### config.mk
export PLATFORM = sky130hd
export DESIGN_NAME = axi4m_burst
export DESIGN_NICKNAME = d
export VERILOG_FILES = /design/src/rtl/axi4m_burst.sv
export SDC_FILE = /design/constraint.sdc
export NUM_CORES = 1
export LEC_CHECK = 0
export CELL_PAD_IN_SITES_DETAIL_PLACEMENT = 0
export CELL_PAD_IN_SITES_GLOBAL_PLACEMENT = 1
export CORE_ASPECT_RATIO = 0.9
export CORE_MARGIN = 1
export CORE_UTILIZATION = 23
export DETAILED_ROUTE_END_ITERATION = 16
export PLACE_DENSITY_LB_ADDON = 0.05
export SLEW_MARGIN = 0
export SYNTH_ARGS = -nofsm -noshare
export SYNTH_HDL_FRONTEND = slang
export SYNTH_SLANG_ARGS = --single-unit
### constraint.sdc
create_clock -name clk -period 3.2 [get_ports clk]
set_input_delay 0.32 -clock clk [delete_from_list [all_inputs] [get_ports clk]]
set_output_delay 0.32 -clock clk [all_outputs]
set_load 0.01 [all_outputs]
### src/rtl/axi4m_burst.sv
// Native-request to AXI4 burst master: one INCR/WRAP burst per request, beat-by-beat
// write/read streaming with AXI error and beat-count mismatch reporting.
module axi4m_burst #(
  parameter int AXI_ADDR_W = 32,
  parameter int AXI_DATA_W = 32,
  parameter int MAX_BEATS  = 16,
  parameter int LEN_W      = 4
) (
  input  logic                    clk,
  input  logic                    rst,
  input  logic                    req_val,
  output logic                    req_rdy,
  input  logic [AXI_ADDR_W-1:0]   req_adr,
  input  logic                    req_wr,
  input  logic [LEN_W-1:0]        req_len,
  input  logic                    req_wrap,
  input  logic                    wd_val,
  output logic                    wd_rdy,
  input  logic [AXI_DATA_W-1:0]   wd_dat,
  input  logic [AXI_DATA_W/8-1:0] wd_stb,
  output logic                    rd_val,
  input  logic                    rd_rdy,
  output logic [AXI_DATA_W-1:0]   rd_dat,
  output logic                    rd_last,
  output logic                    done,
  output logic                    err,
  output logic [AXI_ADDR_W-1:0]   m_axi_awaddr,
  output logic [7:0]              m_axi_awlen,
  output logic [2:0]              m_axi_awsize,
  output logic [1:0]              m_axi_awburst,
  output logic                    m_axi_awvalid,
  input  logic                    m_axi_awready,
  output logic [AXI_DATA_W-1:0]   m_axi_wdata,
  output logic [AXI_DATA_W/8-1:0] m_axi_wstrb,
  output logic                    m_axi_wlast,
  output logic                    m_axi_wvalid,
  input  logic                    m_axi_wready,
  input  logic [1:0]              m_axi_bresp,
  input  logic                    m_axi_bvalid,
  output logic                    m_axi_bready,
  output logic [AXI_ADDR_W-1:0]   m_axi_araddr,
  output logic [7:0]              m_axi_arlen,
  output logic [2:0]              m_axi_arsize,
  output logic [1:0]              m_axi_arburst,
  output logic                    m_axi_arvalid,
  input  logic                    m_axi_arready,
  input  logic [AXI_DATA_W-1:0]   m_axi_rdata,
  input  logic [1:0]              m_axi_rresp,
  input  logic                    m_axi_rlast,
  input  logic                    m_axi_rvalid,
  output logic                    m_axi_rready
);

  typedef enum logic [2:0] {IDLE, WADDR, WRESP, RADDR, RDATA} state_t;

  localparam int         BCNT_W = $clog2(MAX_BEATS) + 1;
  localparam logic [2:0] SIZE   = 3'($clog2(AXI_DATA_W / 8));

  state_t                state_q, state_d;
  logic [AXI_ADDR_W-1:0] adr_q;
  logic [LEN_W-1:0]      len_q;
  logic                  wrap_q;
  logic [BCNT_W-1:0]     bcnt_q, bcnt_d;
  logic                  aw_done_q, aw_done_d;
  logic                  err_acc_q, err_acc_d;

  logic [7:0]        len8;
  logic [BCNT_W-1:0] len_ext;
  logic              wrap_legal, illegal_wrap;
  logic              w_open, beat_last;
  logic              aw_fire, w_fire, beat_err;
  logic              unused_resp;

  assign len8         = 8'(len_q);
  assign len_ext      = BCNT_W'(len_q);
  assign wrap_legal   = (len8 == 8'd1) || (len8 == 8'd3) || (len8 == 8'd7) || (len8 == 8'd15);
  assign illegal_wrap = wrap_q & ~wrap_legal;
  assign w_open       = (bcnt_q <= len_ext);
  assign beat_last    = (bcnt_q == len_ext);
  assign unused_resp  = ^{m_axi_bresp[0], m_axi_rresp[0]};

  // Both address channels carry the same latched request fields.
  assign m_axi_awaddr  = adr_q;
  assign m_axi_awlen   = len8;
  assign m_axi_awsize  = SIZE;
  assign m_axi_awburst = (wrap_q && wrap_legal) ? 2'b10 : 2'b01;
  assign m_axi_araddr  = adr_q;
  assign m_axi_arlen   = len8;
  assign m_axi_arsize  = SIZE;
  assign m_axi_arburst = m_axi_awburst;
  assign m_axi_wdata   = wd_dat;
  assign m_axi_wstrb   = wd_stb;
  assign rd_dat        = m_axi_rdata;
  assign rd_last       = m_axi_rlast;

  always_ff @(posedge clk or posedge rst) begin
    if (rst) begin
      state_q   <= IDLE;
      adr_q     <= '0;
      len_q     <= '0;
      wrap_q    <= 1'b0;
      bcnt_q    <= '0;
      aw_done_q <= 1'b0;
      err_acc_q <= 1'b0;
    end else begin
      state_q   <= state_d;
      bcnt_q    <= bcnt_d;
      aw_done_q <= aw_done_d;
      err_acc_q <= err_acc_d;
      if (state_q == IDLE && req_val) begin
        adr_q  <= req_adr;
        len_q  <= req_len;
        wrap_q <= req_wrap;
      end
    end
  end

  always_comb begin
    state_d       = state_q;
    bcnt_d        = bcnt_q;
    aw_done_d     = aw_done_q;
    err_acc_d     = err_acc_q;
    req_rdy       = 1'b0;
    wd_rdy        = 1'b0;
    rd_val        = 1'b0;
    done          = 1'b0;
    err           = 1'b0;
    m_axi_awvalid = 1'b0;
    m_axi_wvalid  = 1'b0;
    m_axi_wlast   = 1'b0;
    m_axi_bready  = 1'b0;
    m_axi_arvalid = 1'b0;
    m_axi_rready  = 1'b0;
    aw_fire       = 1'b0;
    w_fire        = 1'b0;
    beat_err      = 1'b0;
    unique case (state_q)
      IDLE: begin
        req_rdy = ~rst;
        if (req_val && !rst) begin
          state_d = req_wr ? WADDR : RADDR;
        end
      end
      WADDR: begin
        m_axi_awvalid = ~aw_done_q;
        m_axi_wvalid  = wd_val & w_open;
        wd_rdy        = m_axi_wready & w_open;
        m_axi_wlast   = beat_last;
        aw_fire       = m_axi_awvalid & m_axi_awready;
        w_fire        = m_axi_wvalid & m_axi_wready;
        if (aw_fire) aw_done_d = 1'b1;
        if (w_fire)  bcnt_d    = bcnt_q + 1'b1;
        // AW may land before, with or after the final W beat.
        if ((aw_done_q || aw_fire) && (!w_open || (w_fire && beat_last))) begin
          state_d = WRESP;
        end
      end
      WRESP: begin
        m_axi_bready = 1'b1;
        if (m_axi_bvalid) begin
          done      = 1'b1;
          err       = m_axi_bresp[1] | illegal_wrap;
          state_d   = IDLE;
          bcnt_d    = '0;
          aw_done_d = 1'b0;
          err_acc_d = 1'b0;
        end
      end
      RADDR: begin
        m_axi_arvalid = 1'b1;
        if (m_axi_arready) state_d = RDATA;
      end
      RDATA: begin
        m_axi_rready = rd_rdy;
        rd_val       = m_axi_rvalid;
        if (m_axi_rvalid && rd_rdy) begin
          beat_err  = m_axi_rresp[1] | (m_axi_rlast != beat_last);
          err_acc_d = err_acc_q | beat_err;
          // Saturate so an overlong burst cannot wrap back onto len.
          if (bcnt_q != '1) bcnt_d = bcnt_q + 1'b1;
          if (m_axi_rlast) begin
            done      = 1'b1;
            err       = err_acc_q | beat_err | illegal_wrap;
            state_d   = IDLE;
            bcnt_d    = '0;
            aw_done_d = 1'b0;
            err_acc_d = 1'b0;
          end
        end
      end
      default: state_d = IDLE;
    endcase
  end

endmodule
==> run_results.csv <==
group,metric,value,unit
power_and_ir_drop,p_leak,1.69,nW
setup_path,worst_setup_path_start_kind,"register",
setup_path,critical_path_class,"reg2out",
power_and_ir_drop,clockPowerShare,15.7,%
final_layout,multi_input_area,1050,um^2
setup_path,crit_path_end_kind,"output port",
sta,hold_viol,0,
logic_synthesis,syn_area,3200,um^2
logic_synthesis,synth_edf_count,0,
job,maxCapViolations,0,
route,detail_route.iter0.violations,48,
floorplanning,dieWidth,126,um
logic_synthesis,post-synth-top-count-cell,"buf_4",
final_layout,syn2layout_area_growth,28.5,%
final_layout,antennaDiodeCount,0,
clock_network,clock_sinks,47,
sta,drv_slew,0,
logic_synthesis,synth_cells,323,
route,via_per_inst,4.21,
grt,first_global_vias,2136,
sta,fmax,339,MHz
logic_synthesis,post_synth_num_cell_types,43,
final_layout,nFillCells,1375,
logic_synthesis,seq_area_frac_synth,36.7,%
floorplanning,core-area,13500,um^2
power_and_ir_drop,ir_worst_vdd,0.214,mV
clock_network,cts-root-buf,"clkbuf_16",
sta,finalSetupViolCount,0,
setup_path,slowest_delay,540,ps
grt,grt.total_usage,11.0,%
sta,grt_setup_unrepaired,"no",
clock_network,clkSlewWorstSetupHoldPaths,70,ps
floorplanning,ios,291,
sta,finalSetupTns,0,ps
place,port_buffers,138,
route,first_pass_iters,4,
sta,period_share,92.2,%
final_layout,instances_no_fill,526,
clock_network,clock_latency,290,ps
power_and_ir_drop,total_power,4.06,mW
setup_path,crit_chain,"inv_1 -> ha_1 -> nand3_2 -> or3b_4 -> a21oi_1 -> and2_1 -> clkdlybuf4s50_1",
power_and_ir_drop,p_per_area,986,nW/um^2
final_layout,drive_above_1_share,15.9,%
place,dp.cells,518,
grt,grt_max_degree,27,
place,placed_area,3940,um^2
route,ant_nets,0,
logic_synthesis,synthTopCellsByCount,"buf_4 (121), dfrtp_1 (47), mux2_2 (33), inv_1 (15), nand2_1 (14)",
grt,antenna_found_initial,0,
worst_hold_path,hp-class,"in2async",
logic_synthesis,ys.flop_type,"dfrtp_1",
route,drc,0,
sta,skew,4.99,ps
clock_network,ctsResizeCount,0,
clock_network,cts.path.max_buffers,2,
setup_path,cp_max_fo,5,
floorplanning,dieHeight,114,um
logic_synthesis,avgSynthCellArea,9.91,um^2
final_layout,layout.nets,484,
logic_synthesis,synth_top_cell_area_share,36.7,%
clock_network,post_cts_buffers,0,
power_and_ir_drop,internal_power,2.63,mW
setup_path,slowest_stage,"clkdlybuf4s50_1",
status,status,"finished, final reports clean",
logic_synthesis,ys_ff_latch,47,
floorplanning,dieArea,14400,um^2
setup_path,critPathLaunch,"len_q[2]$_DFFE_PP0P_",
logic_synthesis,synth_area_leaders,"dfrtp_1 (37%), buf_4 (28%), mux2_2 (12%)",
power_and_ir_drop,pwr-share-seq,29.2,%
sta,tightest_slew,576,ps
setup_path,cp_data_arrival_time,2630,ps
setup_path,r2r_cells,7,
route,vias,2217,
power_and_ir_drop,p_sw,1.42,mW
floorplanning,num_rows,40,
clock_network,cts_hold_buf,0,
sta,slew_headroom,61.5,%
clock_network,cts.htree.levels,2,
floorplanning,start_util,23.8,%
final_layout,seqCellArea,1180,um^2
final_layout,final_design_area_no_fill,4110,um^2
logic_synthesis,synthArstFlopShare,100,%
sta,holdWs,466,ps
power_and_ir_drop,power_frac_comb,55.1,%
logic_synthesis,yosysWarnings,0,
setup_path,crit_required,2880,ps
setup_path,r2r-start,"len_q[2]$_DFFE_PP0P_",
clock_network,cts_buffers,5,
route,routedWlPerCell,14.8,um
grt,overflow,0,
place,place.gp.congestion,0.653,
logic_synthesis,synth_top_area_cell,"dfrtp_1",
power_and_ir_drop,swShare,35.0,%
clock_network,tritoncts,"yes",
route,routed_wirelength,7.79,mm
place,hpwl,6.13,mm
grt,grt_first_pass_wirelength,12.0,mm
sta,period_needed,2950,ps
flip-flops by register name, summed over array words and instances, names as in the netlist:
name and count:
bcnt_q 5, len_q 4, wrap_q 1, aw_done_q 1, m_axi_araddr 32, err_acc_q 1
state_q 3
stage by stage:
step	setup WS, ps	util, %
detailed placement	531	29.2
floorplan	1220	-
CTS	211	30.6
global placement	567	29.2
global route	64.1	30.6
finish	250	30.6
placed cells by master (no fill, tap or decap), types with 2 or more instances in the layout:
cell type	count
buf_4	5
nand2_1	14
nor2_1	5
nand3b_1	2
dfrtp_1	47
nor3b_1	3
nand4b_1	3
or3_1	2
nor3_1	2
nor2b_1	2
clkdlybuf4s50_1	138
clkbuf_16	5
mux2i_1	2
ha_1	6
inv_1	14
nand3_1	7
mux2_2	33
and2_1	5
o221ai_1	2
conb_1	14
a21oi_1	8
o21ai_0	12
layout make-up:
cell class / count / share of cell area (%)
inverters: 15 / 1.37
well taps: 168 / 5.11
multi-input cells: 144 / 25.6
repair buffers: 144 / 35.0
clock buffers: 6 / 3.38
clock inverters: 2 / 0.943
flip-flops and latches: 47 / 28.6
worst paths after layout:
kind	endpoint	slack, ps
worst max-delay path	wd_rdy	250
worst min-delay path	m_axi_araddr[20]$_DFFE_PP0P_	470
worst max register to register	bcnt_q[3]$_DFFE_PP0P_	1120
worst min register to register	err_acc_q$_DFFE_PP0P_	520
max in group asynchronous	bcnt_q[0]$_DFFE_PP0P_	2040
min in group clk	err_acc_q$_DFFE_PP0P_	520
power groups by stage:
| stage | clock, mW | combinational (mW) | sequential (mW) |
|---|---|---|---|
| 2_1_floorplan | 0 | 1.36 | 1.22 |
| 3_3_place_gp | 0 | 2.27 | 1.21 |
| 3_5_place_dp | 0 | 2.27 | 1.21 |
| 4_1_cts | 0.666 | 2.27 | 1.20 |
| 5_1_grt | 0.691 | 2.43 | 1.24 |
| 6_report | 0.638 | 2.23 | 1.18 |
critical path, delay by kind of cell (launching register included):
family,cells,cell delay [ps]
flops,1,410
simple gates,3,700
buf+inv,2,620
fa+ha+maj,1,300
compound gates,1,310
metal layers:
| layer | track usage (%) | share of wire (%) | wire length (um) | vias up |
|---|---|---|---|---|
| met2 | 16.2 | 43 | 3320 | 125 |
| met5 | 0 | 0 | 0 | - |
| met4 | 3.86 | 1.6 | 125 | 0 |
| met1 | 15.1 | 49 | 3810 | 1051 |
| li1 | - | - | - | 1015 |
| met3 | 3.56 | 6.9 | 538 | 26 |
kinds of logic after synthesis:
kind of cell | after synthesis | share of synthesized area, %
fa+ha+maj | 6 | 2.34
simple gates | 56 | 10.2
compound gates | 33 | 6.45
buf+inv | 144 | 31.8
flops | 47 | 36.7
other cells | 2 | 0.235
mux | 35 | 12.2
No activity file was read; power rests on OpenSTA's default activity.
